File: src/rtl/ifetch32.sv
// Instruction fetch front end: one request per cycle into a three-entry
// instruction buffer. Decoder redirects flush both the buffer and the tag.
module ifetch32 #(
    parameter logic [31:0] RESET_PC   = 32'h0000_0000,
    parameter int          FIFO_DEPTH = 3
) (
    input  logic        clk,
    input  logic        nreset,
    output logic [31:0] imem_addr,
    input  logic [31:0] imem_data,
    input  logic        br_take,
    input  logic [31:0] br_target,
    output logic [31:0] instr_out,
    output logic [31:0] instr_pc,
    output logic        instr_valid,
    input  logic        instr_ready
);

    localparam logic [1:0] LAST  = 2'(FIFO_DEPTH - 1);
    localparam logic [1:0] FULL  = 2'(FIFO_DEPTH);
    localparam logic [2:0] DEPTH = 3'(FIFO_DEPTH);

    logic [31:0] fpc;
    logic [31:0] req_pc;
    logic        inflight;
    logic [31:0] buf_instr [FIFO_DEPTH];
    logic [31:0] buf_pc    [FIFO_DEPTH];
    logic [1:0]  wptr;
    logic [1:0]  rptr;
    logic [1:0]  count;
    logic [1:0]  count_nxt;
    logic [2:0]  occupancy;
    logic        issue;
    logic        push;
    logic        pop;
    logic        unused_target_bits;

    assign unused_target_bits = ^br_target[1:0];

    // Reserve a slot for the outstanding request so a push can never overflow.
    assign occupancy = {1'b0, count} + {2'b00, inflight};
    assign issue     = (occupancy < DEPTH) && !br_take;
    assign push      = inflight && !br_take;
    assign pop       = instr_valid && instr_ready;

    assign imem_addr   = {fpc[31:2], 2'b00};
    assign instr_valid = (count != 2'd0);
    assign instr_out   = buf_instr[rptr];
    assign instr_pc    = buf_pc[rptr];

    function automatic logic [1:0] ptr_inc(input logic [1:0] p);
        return (p == LAST) ? 2'd0 : p + 2'd1;
    endfunction

    always_comb begin
        count_nxt = count;
        unique case ({push, pop})
            2'b10:   count_nxt = count + 2'd1;
            2'b01:   count_nxt = count - 2'd1;
            default: count_nxt = count;
        endcase
    end

    always_ff @(posedge clk or posedge nreset) begin
        if (nreset) begin
            fpc      <= RESET_PC;
            req_pc   <= RESET_PC;
            inflight <= 1'b0;
            wptr     <= 2'd0;
            rptr     <= 2'd0;
            count    <= 2'd0;
        end else if (br_take) begin
            fpc      <= {br_target[31:2], 2'b00};
            inflight <= 1'b0;
            wptr     <= 2'd0;
            rptr     <= 2'd0;
            count    <= 2'd0;
        end else begin
            inflight <= issue;
            if (issue) begin
                fpc    <= fpc + 32'd4;
                req_pc <= {fpc[31:2], 2'b00};
            end
            if (push) wptr <= ptr_inc(wptr);
            if (pop)  rptr <= ptr_inc(rptr);
            count <= count_nxt;
        end
    end

    // Buffer storage carries no reset; it is only observed while count != 0.
    always_ff @(posedge clk) begin
        if (push) begin
            buf_instr[wptr] <= imem_data;
            buf_pc[wptr]    <= req_pc;
        end
    end

    no_overflow: assert property (
        @(posedge clk) disable iff (nreset) !(push && count == FULL)
    );

endmodule

File: config.mk
export PLATFORM = sky130hd
export DESIGN_NAME = ifetch32
export DESIGN_NICKNAME = d
export VERILOG_FILES = /design/src/rtl/ifetch32.sv
export SDC_FILE = /design/constraint.sdc
export NUM_CORES = 1
export LEC_CHECK = 0
export ABC_AREA = 1
export ABC_CLOCK_PERIOD_IN_PS = 6000
export BUFFER_PORTS_ARGS = -buffer_cell sky130_fd_sc_hd__clkbuf_2
export CAP_MARGIN = 15
export CELL_PAD_IN_SITES_DETAIL_PLACEMENT = 1
export CELL_PAD_IN_SITES_GLOBAL_PLACEMENT = 1
export CORE_MARGIN = 2
export CORE_UTILIZATION = 44
export DETAILED_ROUTE_END_ITERATION = 8
export HOLD_SLACK_MARGIN = 0.15
export MAX_ROUTING_LAYER = met4
export PLACE_DENSITY_LB_ADDON = 0.1
export SYNTH_ARGS = -nofsm -noshare
export SYNTH_HDL_FRONTEND = slang
export SYNTH_SLANG_ARGS = --single-unit
File: constraint.sdc
create_clock -name clk -period 6 [get_ports clk]
set_input_delay 0.3 -clock clk [delete_from_list [all_inputs] [get_ports clk]]
set_output_delay 0.3 -clock clk [all_outputs]
set_load 0.005 [all_outputs]
# == Yosys cells after proc, flatten, opt, wreduce, memory -nomap -nowiden ==
# Memory sizes are Yosys's and may differ from the RTL's.
# Cells that the tools add are included.
# word_totals
wordCells,43
reg_bits,69
mem_bits_rw,186
memories,2
out_inout_bits,97
# op_classes
bitwise_logic,1
n_mux,13
order_cmp,1
n_eq_ne,4
n_reduce_logical,10
addsub,6
# mem_list
name,depth,word_bits,rd,rd_clocked_by_memory_dff,write_ports,line,source
buf_instr,3,32,1,0,1,26,logic [31:0] buf_instr [FIFO_DEPTH];
buf_pc,3,30,1,0,1,27,logic [31:0] buf_pc [FIFO_DEPTH];
# op_table
cell,n
two-way mux 32 bit,2
"adder 32 x 3 -> 32 bit, second input constant",1
two-way mux 2 bit,7
nonzero test 2 bit,4
"adder 2 x 1 -> 2 bit, second input constant",3
"equality test 2 bit, second input constant",3
one-hot mux 2 bit (2 select lines),1
adder 2 x 1 -> 3 bit,1
logical AND 1 bit,3
"less-than comparator 3 x 2 -> 1 bit, second input constant",1
two-way mux 1 bit,3
nonzero test 3 bit,1
"equality test 2 x 1 -> 1 bit, second input constant",1
AND reduction 2 bit,1
"subtractor 2 x 1 -> 2 bit, second input constant",1
logical NOT 1 bit,1
inverter 1 bit,1

# == Depth between registers and ports, before layout ==
# Gate-level depths: netlist of run 1.
# logic_depth
ltp_word,5
ltp_mapped,9
depth_no_buf,8

# == Least setup slack after synthesis of run 1 ==
# No wires, ideal clock.
# synth_timing
kind,in2reg
from,input port br_take
to,"memory buf_instr[2][0], enable pin"
cell_stages,3
setup_time_ns,0.559
path_slack_ns,0.660
arrival_time_ns,4.781
path_cell_list,inv_2 -> nand2_1 -> nor3_1
# synth_between
elab_chain_len,4
# synth_rtl
element,line,source
start: declaration,11,"input logic br_take,"
logical NOT 1 bit,43,assign push = inflight && !br_take;
logical AND 1 bit,43,
two-way mux 1 bit,92,if (push) begin
two-way mux 1 bit (implied by the code),93,buf_instr[wptr] <= imem_data;
end: declaration,26,
# Every way passes these cells.

# == Final worst setup path of run 1 ==
# layout_timing
from,register rptr[1]
to,output port instr_out[11]
# layout_between
elab_chain_len,1
# layout_rtl
element,line,source
start: declaration,29,logic [1:0] rptr;
start signal: assignment,85,if (pop) rptr <= ptr_inc(rptr);
memory (3 x 32 bit),--,
end: declaration,13,"output logic [31:0] instr_out,"
# Every way passes these cells.

==> results.md, run 1 <==
- Die Span X: 159 um
- Diodes inserted: 0
- Num Clock Sinks: 253
- Gate power share: 25.2%
- Clk buf depth: 3
- Max-cap violations: 0
- Post-CTS Setup Bufs: 0
- Worst Hold Class: in -> reg
- Root Driver: clkbuf_16
- Seq/Total Area, Yosys: 68.4%
- Pleak: 5.36 nW
- Clk Latency, worst-skew pair: 530 ps
- Slew headroom: 29.9%
- PwrDens: 421 mW/mm^2
- Drt pass-1 iters: 4
- Layout cells sized above 1: 19.0%
- Tcrit/Tclk final: 56.6%
- Synth top area share: 52.6%
- Worst R2R End: fpc[14]
- Cell Count, Final, Fillers Out: 1541
- Hold_buf cts: 64
- Worst slew pin tran: 1050 ps
- Largest net degree at the start of global routing: 71
- Grt total ovfl: 0
- Final WS setup: 2610 ps
- Yosys top cell by area: edfxtp_1
- Outcome: finished, final reports clean
- Vias in the first global route: 8250
- Worst R2R Start: count[0]
- Overall power: 0.00554 W
- Int Pwr: 0.00372 W
- Sequential share of power: 46.3%
- First-pass GRT wire length: 43.7 mm
- Area growth syn-to-layout: 24.0%
- Mapped Area: 0.0106 mm^2
- Worst vdd ir: 207 uV
- Asr flop ratio synth: 26.5%
- Post-route setup TNS: 0 ps
- Hold Path Depth: 4
- Initial core utilization: 45.0%
- Fillers: 2583
- Reg2reg path depth: 8
- Final GP Congestion: 0.815
- Synth cell types: 32
- Final instance area: 0.0132 mm^2
- Total Die Area: 0.0254 mm^2
- # resized after CTS: 0
- Via/cell ratio: 5.12
- CTS clk-pin slew, worst paths: 60 ps
- Mapped Cells: 992
- Antenna viol nets, final: 0
- Worst Skew: 11.5 ps
- Top post-synthesis cells by count: nand3_1 (231), nand2_1 (221), edfxtp_1 (186)
- Dpl hpwl: 16.8 mm
- Switching portion of total power: 32.9%
- Clock group share of total power: 28.5%
- Port buffer count: 158
- Core area: 0.0236 mm^2
- Worst setup SP type: register
- Synthesized area per cell: 10.7 um^2
- Hold path endpoint: fpc[4]
- Tmin final: 3390 ps
- CP arrival: 3090 ps
- Via Count: 7895
- Final Max Tran Viols: 0
- NetSw: 0.00182 W
- Nets: 1272
- Die Height: 159 um
- RSZ-0062 raised after global routing: false
- H-tree depth: 1
- Final hold vios: 0
- Post-synth EDFFs: 186
- F_max: 295 MHz
- Post-synth top flop: edfxtp_1
- CP max-delay cell: inv_4
- Path type of the worst setup path: reg -> out
- Setup violators final: 0
- Ports: 165
- Initial drt markers: 344
- Drc violations: 0
- Dpl cell area: 0.0117 mm^2
- Initial antenna violation count: 0
- Worst endpoint required time: 5700 ps
- Pre-CTS setup slack: 3090 ps
- CTS tree: yes
- Crit path max fanout: 70
- Max stage delay on crit path: 640 ps
- Worst setup EP type: output pin
- Final WL: 26.9 mm
- Most numerous cell in the Yosys netlist: nand3_1
- Register bit total from synthesis: 253
- Start point of the worst hold path: br_take
- Wire length per cell: 17.4 um
- Top cells by area, synth: edfxtp_1 (53%), dfrtp_1 (16%), nand3_1 (11%)
- Total CTS buffers: 27
- All-Layer GR Usage: 21.9%
- Placed insts: 1427
- Synth warn: 0
- Reg2Reg Setup Slack: 3410 ps
- CP cell instances: buf_4, inv_4, buf_4, nand3_1, nand3_1, clkbuf_2
- Row count: 56
[cell families (layout without fill, tap and decap cells)]
family	count (synthesis)	after routing	share of synthesized area [%]
buffers and inverters	117	344	4.61
DFF	253	253	68.4
adders and majority gates	3	3	0.353
other	1	4	0.0353
xor gates and xnor gates	5	5	0.412
AOI/OAI and AO/OA	70	70	3.55
and+or+nand+nor	543	543	22.7
[final cells by class]
| type | count | area (um^2) | area share, % |
|---|---|---|---|
| Clock buffer | 38 | 788 | 5.99 |
| Clock inverter | 12 | 70.1 | 0.532 |
| Inverter | 62 | 235 | 1.79 |
| Multi-Input combinational cell | 625 | 2900 | 22.0 |
| Sequential cell | 253 | 7260 | 55.2 |
| Tap cell | 319 | 399 | 3.03 |
| Timing Repair Buffer | 232 | 1510 | 11.4 |
[power by group through the flow]
stage | combinational, W | sequential (W) | clock, W
after floorplan | 0.000823 | 0.00251 | 0
after global placement | 0.00134 | 0.00257 | 0
after detailed placement | 0.00138 | 0.00260 | 0
after CTS | 0.00142 | 0.00256 | 0.00162
after global routing | 0.00158 | 0.00261 | 0.00169
final | 0.00139 | 0.00256 | 0.00158
[layout by cell type, fill, tap and decap left out, types with 5 or more instances in the layout]
master / Yosys / routed
dlygate4sd3_1: 0 / 64
clkbuf_16: 0 / 28
inv_1: 58 / 57
nor2_2: 7 / 7
clkbuf_2: 0 / 158
o21ai_1: 7 / 7
o21ai_0: 50 / 50
clkbuf_8: 0 / 5
buf_4: 7 / 10
nor2_1: 66 / 64
edfxtp_1: 186 / 186
dfrtp_1: 67 / 65
nand2_1: 221 / 221
nand3_1: 231 / 231
nand3b_1: 8 / 8
clkinv_2: 0 / 6
o211ai_1: 5 / 5
clkbuf_1: 28 / 5
[registers in the layout, indices dropped and copies added, names as in the netlist]
signal	count
inflight	1
req_pc	30
rptr	2
buf_pc	90
fpc	30
buf_instr	96
wptr	2
count	2
[worst max-delay path by stage]
| stage | start | end | slack, ps |
|---|---|---|---|
| global route | rptr[1] | instr_out[31] | 2420 |
| detailed placement | br_take | buf_instr[1][27] | 3090 |
| floorplan | br_take | buf_instr[2][0] | 660 |
| global placement | br_take | buf_instr[1][29] | 3120 |
| finish | rptr[1] | instr_out[11] | 2610 |
| CTS | rptr[1] | instr_out[4] | 2620 |
[per-stage QoR]
step	hold slack [ps]	utilization, %
6_report	342	55.7
3_5_place_dp	482	49.4
4_1_cts	314	55.7
3_3_place_gp	472	49.4
5_1_grt	379	55.7
2_1_floorplan	399	-
[critical path: cells and delay by family, from the launching register on]
| family | cells | cell delay, ps |
|---|---|---|
| DFF | 1 | 390 |
| and+or+nand+nor | 2 | 350 |
| buffers and inverters | 4 | 1750 |
[routing by layer]
layer  global-route usage (%)  wire, um  part of all wire (%)
met1                     29.1     12300                    46
met3                     2.84      1130                   4.2
met5                        -         0                     0
met4                     4.55       412                   1.5
met2                     36.6     13000                    48
(Power assumes the default switching activity.)
==> inputs of run 2 (changes only) <==
ABC_CLOCK_PERIOD_IN_PS = 2800   (was 6000)
CORE_UTILIZATION = 40   (was 44)
clock period = 2.8 ns   (was 6 ns; I/O delays follow)
==> run 2 against run 1 <==
Net effect: via count down 0.32%; critical path depth up 4; register-to-register slack lost 3000 ps; core utilization fell by 4.0 points.
==> results.md, run 2 (synthesis gave the netlist of run 1 again) <==
- Outcome: finished, final reports clean
- Worst setup SP type: primary input
- NetSw: 0.00390 W
- Wire length per cell: 17.4 um
- Total CTS buffers: 27
- Pleak: 5.47 nW
- Switching portion of total power: 31.7%
- RSZ-0062 raised after global routing: false
- Worst vdd ir: 412 uV
- Ports: 165
- # resized after CTS: 0
- Max FFs per register: 96
- Core area: 0.0261 mm^2
- CP max-delay cell: dlygate4sd3_1
- Port buffer count: 158
- Gate power share: 25.3%
- Sequential share of power: 44.6%
- Grt total ovfl: 0
- Crit path max fanout: 9
- Largest reg by FF count: buf_instr
- Nets: 1283
- Die Span X: 167 um
- Row count: 59
- Dpl hpwl: 17.2 mm
- First-pass GRT wire length: 44.1 mm
- Clk buf depth: 3
- WHS: 368 ps
- Final hold vios: 0
- Final WL: 27.3 mm
- Root Driver: clkbuf_16
- Overall power: 0.0123 W
- PwrDens: 914 mW/mm^2
- Die Height: 167 um
- Initial antenna violation count: 0
- CTS clk-pin slew, worst paths: 60 ps
- Via/cell ratio: 5.02
- Tmin final: 2390 ps
- CP dominant cell by count: dlygate4sd3_1
- Max stage delay on crit path: 560 ps
- Final Max Tran Viols: 0
- Antenna viol nets, final: 0
- Placed insts: 1449
- Slew headroom: 39.4%
- Largest net degree at the start of global routing: 81
- CP delay by family, top: buffers and inverters
- Clk Latency, worst-skew pair: 520 ps
- Max-cap violations: 0
- CP cell instances: dlygate4sd3_1, clkbuf_2, inv_2, nand2_1, nand3_1, o21ai_1, nand3_1, dlygate4sd3_1, nand2_1, dlygate4sd3_1
- Worst Skew: 14.7 ps
- Via Count: 7870
- Tcrit/Tclk final: 85.4%
- Largest registers: buf_instr: 96 flops, buf_pc: 90 flops
- All-Layer GR Usage: 20.3%
- Worst setup EP type: register
- Num Clock Sinks: 253
- Most frequent cells in the layout: nand3_1 (231), nand2_1 (221), edfxtp_1 (186)
- Final GP Congestion: 0.775
- Cell Count, Final, Fillers Out: 1567
- Int Pwr: 0.00841 W
- Vias in the first global route: 8265
- CP arrival: 2800 ps
- Area growth syn-to-layout: 26.9%
- Path type of the worst setup path: in -> reg
- Setup violators final: 0
- Clock group share of total power: 30.1%
- Commonest non-fill, non-tap cell in the layout: nand3_1
- Worst endpoint required time: 3200 ps
- Initial drt markers: 400
- Diodes inserted: 0
- Drc violations: 0
- CTS tree: yes
- Buf+Inv Stages, Crit Path: 5
- Worst Hold Class: in -> reg
- F_max: 418 MHz
- Total Die Area: 0.0279 mm^2
- Layout cells sized above 1: 18.9%
- Drt pass-1 iters: 4
- H-tree depth: 1
- Initial core utilization: 40.8%
- Worst slew pin tran: 909 ps
run 2: cell count changes in the layout (fill, tap and decap cells not counted), moves of 2 or more:
cell,before,now
clkbuf_8,5,0
inv_6,2,0
clkinv_2,6,4
bufinv_16,0,6
clkinv_1,2,7
buf_4,10,6
dlygate4sd3_1,64,69
buf_12,0,10
run 2: power by group through the flow:
stage          clock, W  sequential [W]  combinational, W
4_1_cts         0.00380         0.00549           0.00319
6_report        0.00371         0.00549           0.00311
3_3_place_gp          0         0.00552           0.00299
3_5_place_dp          0         0.00556           0.00306
5_1_grt         0.00396         0.00559           0.00353
2_1_floorplan         0         0.00537           0.00177
run 2: path summary, 6_finish.rpt:
kind	endpoint	slack [ps]	start	cells past startpoint
max	count[0]	410	br_take	10
min	buf_instr[1][26]	370	imem_data[26]	2
max reg2reg	count[0]	430	inflight	7
min reg2reg	buf_pc[2][17]	500	req_pc[19]	0
max in group asynchronous	rptr[1]	1750	nreset	4
min in group asynchronous	fpc[3]	410	nreset	4
run 2: routing by layer:
metal | part of all wire, % | GRT usage (%) | vias to the layer above | wire length, um
li1 | - | - | 3856 | -
met1 | 45 | 26.5 | 3817 | 12400
met2 | 49 | 34.2 | 160 | 13400
met3 | 4.0 | 2.52 | 37 | 1090
met4 | 1.6 | 4.39 | 0 | 444
met5 | 0 | - | - | 0
run 2: metrics by stage:
step | setup slack, ps | utilization, % | TNS, ps | cell area (um^2)
after detailed placement | 624 | 45.5 | 0 | 11900
after global placement | 641 | 45.5 | 0 | 11900
after floorplan | -814 | - | -136940 | 10600
final | 409 | 51.7 | 0 | 13500
after CTS | 409 | 51.7 | 0 | 13500
after global routing | 221 | 51.7 | 0 | 13500
run 2: repair_timing:
item / CTS / global route
hold buffers: 69 / 0
setup buffers: 0 / 0
endpoints found under the hold margin: 197 / 0
run 2: layout make-up:
class / count / area, um^2
fill: 2892 / 12600
sequential: 253 / 7260
multi-input combinational: 625 / 2910
timing repair buffer: 243 / 1730
clock buffer: 31 / 691
tap: 335 / 419
inverter: 62 / 235
clock inverter: 18 / 234
==> inputs of run 3 (changes only) <==
ABC_AREA = 0   (was 1)
CORE_UTILIZATION = 42   (was 40)
==> run 3 against run 2 <==
Net effect: non-clock buffer count up 11; clock-buffer cell count up 4; wire length down 12%; die area down 8.7%; clock power up 2%; global-route usage down 0.83 points; critical endpoint is now fpc[10].
==> results.md, run 3 <==
- CP arrival: 3060 ps
- Setup violators final: 0
- Area growth syn-to-layout: 29.6%
- Final GP Congestion: 0.793
- Synth warn: 0
- First-pass GRT wire length: 38.5 mm
- Clk Latency, worst-skew pair: 530 ps
- Via Count: 6749
- Post-CTS Setup Bufs: 0
- F_max: 385 MHz
- Dpl cell area: 0.0114 mm^2
- Asr flop ratio synth: 26.5%
- Sequential share of power: 49.5%
- All-Layer GR Usage: 19.5%
- Worst setup EP type: register
- Tmin final: 2590 ps
- Num Clock Sinks: 253
- Start point of the worst hold path: br_take
- Initial drt markers: 287
- Vias in the first global route: 7218
- Post-synth top flop: edfxtp_1
- Yosys top cell by area: edfxtp_1
- Reg2reg path depth: 8
- RSZ-0062 raised after global routing: false
- Die Span X: 160 um
- Worst slew pin tran: 892 ps
- CP dominant cell by count: ha_1
- Wire length per cell: 18.6 um
- Seq/Total Area, Yosys: 71.5%
- Layout cells sized above 1: 27.7%
- Worst Skew: 17.3 ps
- Grt total ovfl: 0
- Final instance area: 0.0132 mm^2
- Synth cell types: 45
- Post-route setup TNS: 0 ps
- Ports: 165
- H-tree depth: 1
- Final hold vios: 0
- Register bit total from synthesis: 253
- Int Pwr: 0.00717 W
- Most numerous cell in the Yosys netlist: edfxtp_1
- Diodes inserted: 0
- NetSw: 0.00213 W
- Synthesized area per cell: 14.4 um^2
- Buf+Inv Stages, Crit Path: 2
- Total CTS buffers: 28
- Path type of the worst setup path: reg -> reg
- Port buffer count: 158
- Nets: 1022
- Max FFs per register: 96
- Largest registers: buf_instr: 96 flops, buf_pc: 90 flops
- CP delay by family, top: buffers and inverters
- Clk buf depth: 3
- Pleak: 4.79 nW
- Max stage delay on crit path: 580 ps
- Drt pass-1 iters: 4
- PwrDens: 706 mW/mm^2
- Commonest non-fill, non-tap cell in the layout: edfxtp_1
- CP max-delay cell: dlygate4sd3_1
- Top post-synthesis cells by count: edfxtp_1 (186), nand2_1 (87), o21ai_0 (79)
- CTS clk-pin slew, worst paths: 60 ps
- Worst R2R Start: count[0]
- Reg2Reg Setup Slack: 210 ps
- Final Max Tran Viols: 0
- Root Driver: clkbuf_16
- Worst setup SP type: register
- Mapped Cells: 705
- Worst endpoint required time: 3270 ps
- Max-cap violations: 0
- Initial antenna violation count: 0
- Initial core utilization: 43.0%
- CTS tree: yes
- Core area: 0.0236 mm^2
- Hold Path Depth: 3
- Most frequent cells in the layout: edfxtp_1 (186), clkbuf_2 (158), nand2_1 (86)
- Outcome: finished, final reports clean
- Die Height: 160 um
- Worst vdd ir: 332 uV
- Hold path endpoint: wptr[0]
- Via/cell ratio: 5.22
- Row count: 56
- Largest reg by FF count: buf_instr
- Gate power share: 9.6%
- Synth top area share: 55.0%
- Tcrit/Tclk final: 92.7%
- CP cell instances: ha_1, ha_1, a21oi_2, buf_4, nand4_1, xor2_1, o21ai_0, dlygate4sd3_1
- Top cells by area, synth: edfxtp_1 (55%), dfrtp_1 (16%), mux2i_1 (6.4%)
- WHS: 280 ps
- Slew headroom: 40.5%
- Total Die Area: 0.0255 mm^2
- Final WL: 24.0 mm
- Antenna viol nets, final: 0
- Drc violations: 0
- Post-synth EDFFs: 186
- Dpl hpwl: 14.7 mm
- Crit path max fanout: 9
- Largest net degree at the start of global routing: 68
- Worst Hold Class: in -> reg
- Switching portion of total power: 22.9%
- Worst R2R End: fpc[10]
- Clock group share of total power: 40.9%
- Mapped Area: 0.0102 mm^2
-- run 3: changes by cell type after synthesis, sizes merged, moves of 10 or more --
cell / before / now
mux2: 0 / 32
nor2: 74 / 21
nand4: 1 / 11
buf: 27 / 10
or4: 0 / 13
inv: 62 / 4
o21ai: 57 / 79
o31ai: 0 / 11
nand3: 232 / 10
nand2: 223 / 87
a31oi: 1 / 15
mux2i: 0 / 65
-- run 3: logic make-up (layout without fill, tap and decap cells) --
kind of cell             count (synthesis)  after routing  share of synthesized area (%)
AO/OA/AOI/OAI                          118            118                           6.52
XOR/XNOR                                12             12                           1.03
adder cells (fa/ha/maj)                  3              3                          0.369
other                                    1              4                         0.0369
AND/OR/NAND/NOR                        175            175                           8.38
flip-flops                             253            253                           71.5
multiplexers                            97             97                           9.95
buffers and inverters                   46            311                           2.25
-- run 3: final cells by class --
cell class                 count  area [um^2]
fill                        2331        10400
sequential                   253         7270
multi-input combinational    409         2730
timing repair buffer         254         1780
clock buffer                  35          788
tap                          319          399
clock inverter                17          191
inverter                       5         18.8
-- run 3: timing repair --
item | in CTS | in global routing
endpoints found under the hold margin | 197 | 0
resized for setup | 0 | 1
endpoints found under the setup margin | 0 | 7
hold buffers | 82 | 0
-- run 3: worst max path at each step --
| stage | cells after the start | from | slack [ps] | to |
|---|---|---|---|---|
| global placement | 6 | count[0] | 250 | fpc[23] |
| detailed placement | 6 | count[0] | 130 | fpc[23] |
| finish | 8 | count[0] | 210 | fpc[10] |
| floorplan | 3 | inflight | 110 | buf_instr[1][0] |
| CTS | 6 | count[0] | 110 | fpc[25] |
| global route | 8 | count[0] | 70 | fpc[8] |
-- run 3: per-stage QoR --
| step | cells | util, % | worst slack, ps | total power (W) |
|---|---|---|---|---|
| 4_1_cts | 1292 | 55.8 | 114 | 0.00940 |
| 5_1_grt | 1292 | 55.8 | 74.2 | 0.00968 |
| 3_5_place_dp | 1158 | 48.1 | 129 | 0.00548 |
| 3_3_place_gp | 1158 | 48.1 | 249 | 0.00541 |
| 2_1_floorplan | 708 | - | 110 | 0.00504 |
| 6_report | 1292 | 55.8 | 206 | 0.00930 |
-- run 3: power by group through the flow --
stage / clock [W] / sequential (W) / combinational [W]
after floorplan: 0 / 0.00457 / 0.000471
after global placement: 0 / 0.00465 / 0.000761
after detailed placement: 0 / 0.00468 / 0.000795
after CTS: 0.00389 / 0.00461 / 0.000901
after global routing: 0.00404 / 0.00465 / 0.000988
final: 0.00380 / 0.00461 / 0.000893
-- run 3: tightest hold or removal path, cell delays in order --
cell      delay [ps]
clkbuf_2         240
buf_4            270
nor2_1           100
-- run 3: layer usage --
layer | vias up | part of all wire, % | GRT usage (%)
li1 | 3147 | - | -
met1 | 3393 | 45 | 24.9
met2 | 178 | 49 | 32.7
met3 | 31 | 4.3 | 2.79
met4 | 0 | 1.8 | 5.12
met5 | - | 0 | -
